## config.mk

```make
export PLATFORM = sky130hd
export DESIGN_NAME = rv_hazard_ctrl
export DESIGN_NICKNAME = d
export VERILOG_FILES = /design/src/rtl/rv_hazard_ctrl.sv
export SDC_FILE = /design/constraint.sdc
export NUM_CORES = 1
export LEC_CHECK = 0
export BUFFER_PORTS_ARGS = -buffer_cell sky130_fd_sc_hd__clkbuf_2
export CORE_MARGIN = 1
export CORE_UTILIZATION = 45
export DETAILED_ROUTE_END_ITERATION = 8
export HOLD_SLACK_MARGIN = 0.1
export PLACE_DENSITY = 0.89
export REMOVE_ABC_BUFFERS = 1
export SYNTH_ARGS = -nofsm -noshare
export SYNTH_HDL_FRONTEND = slang
export SYNTH_SLANG_ARGS = --single-unit
```

## constraint.sdc

```tcl
create_clock -name i_clk -period 3.45 [get_ports i_clk]
set_input_delay 0.5175 -clock i_clk [delete_from_list [all_inputs] [get_ports i_clk]]
set_output_delay 0.5175 -clock i_clk [all_outputs]
set_load 0.02 [all_outputs]
```

## src/rtl/rv_hazard_ctrl.sv

```systemverilog
// rv_hazard_ctrl: pipeline hazard controller for an in-order RISC-V core.
//
// Purpose
//   - Selects operand forwarding sources for the instruction in ALU1.
//   - Detects load-use hazards and inserts a bubble into ALU1.
//   - Holds the pipeline while a multi-cycle divide is in flight.
//   - Flushes decode/ALU1 for FLUSH_CYCLES cycles on a branch/jump/trap redirect.
//   - Aborts an in-flight divide on a trap.
//   - Counts stalled cycles with a saturating counter.
//
// Ports
//   i_clk, i_reset            clock, synchronous active-high reset
//   i_dec_rs1/2               decode-stage source registers
//   i_alu1_rs1/2, i_alu1_rd   ALU1 sources/destination
//   i_alu1_reg_write          ALU1 writes a register
//   i_alu1_load               ALU1 result comes from memory
//   i_alu2_rd/_reg_write      ALU2 writer
//   i_wb_rd/_reg_write        WB writer
//   i_div_start, i_div_done   divide enters execute / divide result valid
//   i_pc_select, i_trap       branch/jump redirect, trap/mret redirect
//   o_stall_fetch/dec/alu1    stage hold enables
//   o_flush_dec/alu1          stage register clears
//   o_fwd1_sel, o_fwd2_sel    00 = regfile, 01 = ALU2 result, 10 = WB result
//   o_div_abort               one-cycle abort to the divider
//   o_busy                    controller is not in IDLE
//   o_stall_cnt               saturating count of cycles with fetch stalled
//   o_dbg_state               current FSM state (0 IDLE, 1 DIV_WAIT, 2 FLUSH)
//
// Handshake note: there is no valid/ready pair here. Every stall/flush/
// forward output is a level that the pipeline samples on the same rising
// edge; o_div_abort is a single-cycle pulse the divider must accept
// unconditionally.
module rv_hazard_ctrl #(
  parameter int FLUSH_CYCLES = 2,
  parameter int CNT_BITS     = 16
) (
  input  logic                i_clk,
  input  logic                i_reset,
  input  logic [4:0]          i_dec_rs1,
  input  logic [4:0]          i_dec_rs2,
  input  logic [4:0]          i_alu1_rs1,
  input  logic [4:0]          i_alu1_rs2,
  input  logic [4:0]          i_alu1_rd,
  input  logic                i_alu1_reg_write,
  input  logic                i_alu1_load,
  input  logic [4:0]          i_alu2_rd,
  input  logic                i_alu2_reg_write,
  input  logic [4:0]          i_wb_rd,
  input  logic                i_wb_reg_write,
  input  logic                i_div_start,
  input  logic                i_div_done,
  input  logic                i_pc_select,
  input  logic                i_trap,
  output logic                o_stall_fetch,
  output logic                o_stall_dec,
  output logic                o_stall_alu1,
  output logic                o_flush_dec,
  output logic                o_flush_alu1,
  output logic [1:0]          o_fwd1_sel,
  output logic [1:0]          o_fwd2_sel,
  output logic                o_div_abort,
  output logic                o_busy,
  output logic [CNT_BITS-1:0] o_stall_cnt,
  output logic [1:0]          o_dbg_state
);

  typedef enum logic [1:0] {
    IDLE     = 2'd0,
    DIV_WAIT = 2'd1,
    FLUSH    = 2'd2
  } state_e;

  // fcnt counts the flush cycles still owed after the current one, minus one:
  // a redirect flushes this cycle plus FLUSH_CYCLES-1 cycles in FLUSH.
  localparam logic [3:0] FCNT_RELOAD = (FLUSH_CYCLES > 1) ? 4'(FLUSH_CYCLES - 2) : 4'd0;
  localparam logic [CNT_BITS-1:0] CNT_ONE = {{(CNT_BITS-1){1'b0}}, 1'b1};

  state_e              state_q, state_d;
  logic [3:0]          fcnt_q, fcnt_d;
  logic [CNT_BITS-1:0] stall_cnt_q, stall_cnt_d;

  logic redirect;
  logic load_use;

  // Forwarding: ALU2 is the younger producer, so it wins over WB. x0 never forwards.
  function automatic logic [1:0] fwd_sel(input logic [4:0] rs);
    if (i_alu2_reg_write && (i_alu2_rd != 5'd0) && (i_alu2_rd == rs)) begin
      return 2'b01;
    end else if (i_wb_reg_write && (i_wb_rd != 5'd0) && (i_wb_rd == rs)) begin
      return 2'b10;
    end
    return 2'b00;
  endfunction

  assign o_fwd1_sel = fwd_sel(i_alu1_rs1);
  assign o_fwd2_sel = fwd_sel(i_alu1_rs2);

  assign redirect = i_trap | i_pc_select;
  assign load_use = i_alu1_load && i_alu1_reg_write && (i_alu1_rd != 5'd0) &&
                    ((i_alu1_rd == i_dec_rs1) || (i_alu1_rd == i_dec_rs2));

  always_comb begin
    state_d       = state_q;
    fcnt_d        = fcnt_q;
    o_stall_fetch = 1'b0;
    o_stall_dec   = 1'b0;
    o_stall_alu1  = 1'b0;
    o_flush_dec   = 1'b0;
    o_flush_alu1  = 1'b0;
    o_div_abort   = 1'b0;

    if (redirect) begin
      // Redirect beats everything; stalls stay low so the flush takes effect.
      o_flush_dec  = 1'b1;
      o_flush_alu1 = 1'b1;
      o_div_abort  = i_trap && ((state_q == DIV_WAIT) || ((state_q == IDLE) && i_div_start));
      if (FLUSH_CYCLES > 1) begin
        state_d = FLUSH;
        fcnt_d  = FCNT_RELOAD;
      end else begin
        state_d = IDLE;
        fcnt_d  = 4'd0;
      end
    end else begin
      case (state_q)
        FLUSH: begin
          o_flush_dec  = 1'b1;
          o_flush_alu1 = 1'b1;
          if (fcnt_q == 4'd0) begin
            state_d = IDLE;
          end else begin
            fcnt_d = fcnt_q - 4'd1;
          end
        end
        DIV_WAIT: begin
          if (i_div_done) begin
            state_d = IDLE;
          end else begin
            o_stall_fetch = 1'b1;
            o_stall_dec   = 1'b1;
            o_stall_alu1  = 1'b1;
          end
        end
        default: begin
          // start+done together is a single-cycle op: no stall at all.
          if (i_div_start && !i_div_done) begin
            o_stall_fetch = 1'b1;
            o_stall_dec   = 1'b1;
            o_stall_alu1  = 1'b1;
            state_d       = DIV_WAIT;
          end else if (load_use) begin
            // Hold fetch/decode, let ALU1 advance into a bubble.
            o_stall_fetch = 1'b1;
            o_stall_dec   = 1'b1;
            o_flush_alu1  = 1'b1;
          end
        end
      endcase
    end

    // Reset wins over any same-cycle event, including a trap abort.
    if (i_reset) begin
      o_stall_fetch = 1'b0;
      o_stall_dec   = 1'b0;
      o_stall_alu1  = 1'b0;
      o_flush_dec   = 1'b0;
      o_flush_alu1  = 1'b0;
      o_div_abort   = 1'b0;
    end

    stall_cnt_d = stall_cnt_q;
    if (o_stall_fetch && (stall_cnt_q != {CNT_BITS{1'b1}})) begin
      stall_cnt_d = stall_cnt_q + CNT_ONE;
    end
  end

  always_ff @(posedge i_clk) begin
    if (i_reset) begin
      state_q     <= IDLE;
      fcnt_q      <= 4'd0;
      stall_cnt_q <= '0;
    end else begin
      state_q     <= state_d;
      fcnt_q      <= fcnt_d;
      stall_cnt_q <= stall_cnt_d;
    end
  end

  assign o_busy      = (state_q != IDLE);
  assign o_stall_cnt = stall_cnt_q;
  assign o_dbg_state = state_q;

endmodule

```

==> impl_metrics.tcl, run 1 <==
set metrics [dict create \
    cp-start-kind "register" \
    pwr_density_cell_mw_per_mm2 255 \
    grt_pass1_wl_mm 6.56 \
    finalHoldViolCount 0 \
    antenna_found_initial 0 \
    ys_ff_latch 22 \
    synth_flop_cell "dfxtp_1" \
    yosysWarnings 0 \
    worstSetupEndpointType "output port" \
    fin_skew_ps 1.48 \
    synthMuxAreaShare_pct 3.23 \
    synth_adder_area_share_pct 3.85 \
    p_seq_share_pct 49.3 \
    grt_use_total_pct 20.7 \
    yosysUniqueCellTypes 37 \
    synth_area_mm2 0.00163 \
    synth_xor_xnor_area_share_pct 18.3 \
    numPortBuffers 73 \
    status "finished, final reports clean" \
    ff2ff_setup_slack_ps 830 \
    clkSlewWorstSetupHoldPaths_ps 120 \
    grt_max_degree 25 \
    pwr-share-clk_pct 27.6 \
    grt_overflow 0 \
    worst_slack_ps 694 \
    synthSimpleGateAreaFrac_pct 27.5 \
    synthTopCellsByArea "dfxtp_1 (27%), xnor2_1 (9.7%), xor2_1 (8.6%), a21oi_1 (4.6%), or4_1 (4.2%)" \
    r2r-start "o_dbg_state[0]$_SDFFE_PP0P_" \
    setup_viol 0 \
    ant_nets 0 \
    multiInputGateArea_mm2 0.00111 \
    clockBufferDepth 2 \
    clock-sinks 22 \
    synthArstFlopShare_pct 0 \
    cpPeakStageDelay_ps 390 \
    switching_share_pct 27.9 \
    netlist_top_cells_count "dfxtp_1 (22), xnor2_1 (18), nor2_1 (16), xor2_1 (16), a21oi_1 (15)" \
    slew_viol_final 0 \
    hpwlAfterDp_mm 3.18 \
    wl_per_cell_um 12.4 \
    yosysMostFrequentCell "dfxtp_1" \
    die_h_um 62.1 \
    grt_pass1_vias 1570 \
    rsz0062_at_grt "false" \
    vdd_drop_max_mv 0.143 \
    p_switching_mw 0.145 \
    io_pins 74 \
    place_ws_ps 715 \
    cts_resized 0 \
    ff_latch_area_um2 440 \
    drt_iter0_markers 31 \
    clock_latency_ps 310 \
    cp.arrival_ps 2240 \
    post-route-min-period_ps 2760 \
    drv_cap 0 \
    cts_root_buf "clkbuf_4" \
    n_fill_cell 297 \
    coreArea_mm2 0.00339 \
    dr.pass1.iters 4 \
    synth_edf_count 0 \
    cts_tree "done" \
    synth_area_per_cell_um2 8.21 \
    pwr-share-comb_pct 23.1 \
    synth-compound-area-share_pct 15.2 \
    syn_inst 198 \
    hold_path_class "reg -> reg" \
    die_area_mm2 0.00386 \
    worstSetupPathType "reg -> out" \
    internal_power_mw 0.376 \
    worstSetupEndpoint "o_stall_dec" \
    fp-row-count 21 \
    tightest_slew_ps 966 \
    totalPowerFinal_mw 0.521 \
    num-nets-final 321 \
    avgViaCountPerCell 5.45 \
    route.detailed.drc 0 \
    crit_path_start "o_dbg_state[0]$_SDFFE_PP0P_" \
    area_growth_pct 25.5 \
    reg2reg_depth 8 \
    globalplace.congestion 0.799 \
    initial_utilization_pct 48.0 \
    worst_ep_required_time_ps 2930 \
    htreeDepth 1 \
    fin_setup_tns_ps 0 \
    crit_fanout 5 \
    synth_top_family_by_area "simple AND/OR/NAND/NOR gates" \
    p_leak_nw 0.840 \
    drive_above_1_share_pct 31.1 \
    synth_area_leader_cell "dfxtp_1" \
    worst_path_max_delay_cell "dfxtp_1" \
    cts_inserted_buffers 3 \
    cts-hold-fix-buffers 0 \
    vias 1721 \
    cp_common_cell "inv_1" \
    timing.final.crit_share_pct 79.9 \
    cp_cell_sequence "inv_1 -> ha_1 -> mux2i_1 -> nor3_4 -> a31oi_1 -> inv_1 -> clkbuf_2" \
    fmax_mhz 363 \
    ys_seq_area_share_pct 27.1 \
    wl_mm 3.93 \
    post_cts_buffers 0 \
    diodes 0 \
    fp.dieW_um 62.1 \
    netlist.area_leader.share_pct 27.1 \
    relSlewSlack_pct 35.6 \
    worstReg2RegEnd "o_stall_cnt[10]$_SDFFE_PP0P_" \
]
[layer usage]
metal  track usage, %  share of wire [%]
met4             8.14                1.5
met2             38.7                 51
met1             23.3                 41
met3             2.94                6.2
met5                0                  0
[power groups by stage]
stage	combinational [mW]	clock (mW)	sequential, mW
floorplan	0.0623	0	0.264
global placement	0.117	0	0.263
detailed placement	0.120	0	0.263
CTS	0.121	0.144	0.257
global route	0.133	0.158	0.257
finish	0.121	0.144	0.257
[cell usage in the layout, fill, tap and decap left out, types with 2 or more instances in the layout]
cell type,count
a31oi_1,2
o311a_1,2
clkbuf_4,3
or4_1,9
a21oi_2,2
xor2_1,16
nand2_1,12
o21ai_1,7
nor2_1,16
and4_1,2
nand3_1,13
nand2b_1,2
xnor2_1,18
inv_1,7
dfxtp_1,22
o21ai_0,2
or3_1,10
nor2b_1,2
ha_1,5
nor4_1,6
a21oi_1,15
o31ai_1,5
clkbuf_2,73
mux2i_1,3
nand4_1,4
[per-stage QoR]
step	utilization (%)	hold WS [ps]	area [um^2]	instances
final	60.2	506	2040	316
after global routing	60.2	538	2040	316
after CTS	60.2	507	2040	316
after detailed placement	59.1	489	2000	312
after global placement	59.1	483	2000	312
after floorplan	-	477	1570	192
[logic make-up after synthesis]
logic type	count (synthesis)
AO/OA/AOI/OAI	38
XOR/XNOR	34
adder cells (fa/ha/maj)	5
AND/OR/NAND/NOR	81
multiplexers	5
flip-flops	22
buffers and inverters	13
[worst min path at each step]
stage	startpoint	to	cells past startpoint
after floorplan	fcnt_q[1]$_SDFFE_PP0P_	fcnt_q[1]$_SDFFE_PP0P_	2
after CTS	o_dbg_state[1]$_SDFFE_PP0P_	o_dbg_state[1]$_SDFFE_PP0P_	2
after detailed placement	o_dbg_state[1]$_SDFFE_PP0P_	o_dbg_state[1]$_SDFFE_PP0P_	2
final	o_dbg_state[1]$_SDFFE_PP0P_	o_dbg_state[1]$_SDFFE_PP0P_	2
after global placement	o_stall_cnt[6]$_SDFFE_PP0P_	o_stall_cnt[6]$_SDFFE_PP0P_	2
after global routing	i_pc_select	o_dbg_state[1]$_SDFFE_PP0P_	3
[flip-flops by register name, summed over array words and instances, names as in the netlist]
register	cells
o_dbg_state	2
fcnt_q	4
o_stall_cnt	16
[critical path: cells and delay by family, from the launching register on]
family,cells,cell delay (ps)
mux,1,320
compound gates,1,360
fa+ha+maj,1,390
buf+inv,3,400
flops,1,390
simple gates,1,70
[layout make-up]
| cell class | count | area share, % |
|---|---|---|
| inverters | 7 | 1.29 |
| flip-flops and latches | 22 | 21.6 |
| well taps | 46 | 2.82 |
| clock buffers | 4 | 1.78 |
| repair buffers | 74 | 18.3 |
| multi-input cells | 163 | 54.2 |
(Power assumes the default switching activity.)
==> run 2: changes to the inputs <==
--- a/config.mk
+++ b/config.mk
@@ -7,10 +7,10 @@
 export LEC_CHECK = 0
 export BUFFER_PORTS_ARGS = -buffer_cell sky130_fd_sc_hd__clkbuf_2
 export CORE_MARGIN = 1
-export CORE_UTILIZATION = 45
+export CORE_UTILIZATION = 42
 export DETAILED_ROUTE_END_ITERATION = 8
 export HOLD_SLACK_MARGIN = 0.1
-export PLACE_DENSITY = 0.89
+export PLACE_DENSITY = 0.88
 export REMOVE_ABC_BUFFERS = 1
 export SYNTH_ARGS = -nofsm -noshare
 export SYNTH_HDL_FRONTEND = slang
==> constraint.sdc (replaced) <==
create_clock -name i_clk -period 2.4 [get_ports i_clk]
set_input_delay 0.36 -clock i_clk [delete_from_list [all_inputs] [get_ports i_clk]]
set_output_delay 0.36 -clock i_clk [all_outputs]
set_load 0.02 [all_outputs]
==> impl_metrics.tcl, run 2 (synthesis gave the netlist of run 1 again) <==
set metrics [dict create \
    htreeDepth 1 \
    io_pins 74 \
    dr.pass1.iters 4 \
    hold_path_class "in -> reg" \
    pwr_density_cell_mw_per_mm2 421 \
    ant_nets 0 \
    fin_util_pct 58.2 \
    grt_pass1_vias 1598 \
    fin_skew_ps 2.05 \
    status "finished, final reports clean" \
    fp-row-count 22 \
    route.detailed.drc 0 \
    worstSetupEndpointType "output port" \
    antenna_found_initial 0 \
    mostFrequentLayoutCell "clkbuf_2" \
    finalHoldViolCount 0 \
    p_leak_nw 0.876 \
    cts_root_buf "clkbuf_8" \
    relSlewSlack_pct 65.7 \
    wl_mm 4.11 \
    timing.final.crit_share_pct 98.0 \
    r2r-start "o_dbg_state[1]$_SDFFE_PP0P_" \
    totalPowerFinal_mw 0.905 \
    cp.arrival_ps 1990 \
    fp.dieW_um 64.2 \
    grt_use_total_pct 19.5 \
    clock-sinks 22 \
    highest_layer "met4" \
    grt_max_degree 22 \
    grt_overflow 0 \
    worst_ep_required_time_ps 2040 \
    hp-start "i_pc_select" \
    clock_latency_ps 270 \
    slew_viol_final 0 \
    worst_slack_ps 48.1 \
    initial_utilization_pct 44.1 \
    worstReg2RegEnd "o_stall_cnt[13]$_SDFFE_PP0P_" \
    ff2ff_setup_slack_ps 140 \
    cp-start-kind "register" \
    post-route-min-period_ps 2350 \
    final_cell_mix "clkbuf_2 (73), dfxtp_1 (21), xnor2_1 (18)" \
    crit_fanout 5 \
    numPortBuffers 73 \
    avgViaCountPerCell 5.41 \
    multiInputGateArea_mm2 0.00115 \
    hold_end "o_dbg_state[1]$_SDFFE_PP0P_" \
    n_fill_cell 342 \
    hold-path-cell-count 3 \
    wl_met3_um 176 \
    hpwlAfterDp_mm 3.26 \
    tightest_slew_ps 508 \
    die_area_mm2 0.00412 \
    coreArea_mm2 0.00369 \
    drt_iter0_markers 39 \
    fmax_mhz 425 \
    cts_inserted_buffers 3 \
    die_h_um 64.2 \
    clockBufferDepth 2 \
    drive_above_1_share_pct 33.6 \
    globalplace.congestion 0.852 \
    largest_reg_flops 16 \
    clkSlewWorstSetupHoldPaths_ps 80 \
    wl_met1_mm 1.65 \
    place_ws_ps 160 \
    reg2reg_depth 9 \
    diodes 0 \
    worstSetupPathType "reg -> out" \
    cts-hold-fix-buffers 0 \
    vias 1741 \
    dr_wl_met2_mm 2.18 \
    cts_tree "done" \
    grt_pass1_wl_mm 6.53 \
    ff_latch_area_um2 442 \
    vdd_drop_max_mv 0.210 \
    area_growth_pct 32.2 \
    drv_cap 0 \
    hold_ws_ps 409 \
    num-nets-final 325 \
    fin_setup_tns_ps 0 \
    setup_viol 0 \
    wl_per_cell_um 12.8 \
]
run 2: changes by cell type in the layout (fill, tap and decap cells not counted):
cell	delta
buf_4	+4
clkbuf_4	-3
clkbuf_8	+2
a31oi_1	-1
a31oi_4	+1
bufinv_16	+1
dfxtp_1	-1
dfxtp_2	+1
ha_1	-1
ha_4	+1
mux2i_1	-1
mux2i_4	+1
run 2: cell type report:
class	count	area share (%)
Inverter	7	1.22
Timing Repair Buffer	78	18.8
Sequential cell	22	20.6
Tap cell	48	2.80
Clock inverter	1	1.40
Multi-Input combinational cell	163	53.3
Clock buffer	3	1.92
run 2: metrics by stage:
stage | cells | cell area [um^2]
after detailed placement | 317 | 2030
after floorplan | 192 | 1570
after global placement | 317 | 2030
after CTS | 321 | 2110
final | 322 | 2150
after global routing | 322 | 2150
run 2: critical path, cell delays in order, from the launching register on:
cell and delay, ps:
dfxtp_1 390, inv_1 110, ha_4 320, mux2i_4 250, nor3_4 70, buf_4 140
a31oi_4 180, inv_1 90, clkbuf_2 170
run 2: report_power, final:
group,switching (mW),leakage [nW],internal (mW)
logic,0.0978,0.663,0.0881
registers,0.00220,0.178,0.367
clock network,0.127,0.0357,0.223
total,0.227,0.876,0.678
run 2: routing by layer:
layer,vias to the layer above,GRT usage (%)
li1,870,-
met2,56,38.7
met3,12,2.86
met5,-,0
met4,0,7.50
met1,803,20.1
run 2: repair_timing:
item                                   CTS  global route
buffers inserted                         0             1
pin swaps                                0             1
endpoints found under the hold margin    0             0
setup endpoints to repair                2             3
resized for setup                        1             6
run 2: how the worst max path moves through the flow:
stage,start,endpoint,slack (ps),cells past startpoint
global route,o_dbg_state[1]$_SDFFE_PP0P_,o_stall_dec,-20,8
detailed placement,i_alu2_rd[1],o_fwd2_sel[1],160,6
CTS,o_dbg_state[1]$_SDFFE_PP0P_,o_stall_dec,40,7
floorplan,o_dbg_state[0]$_SDFFE_PP0P_,o_stall_cnt[10]$_SDFFE_PP0P_,-70,8
global placement,i_pc_select,o_stall_cnt[13]$_SDFFE_PP0P_,230,8
finish,o_dbg_state[1]$_SDFFE_PP0P_,o_stall_dec,50,8
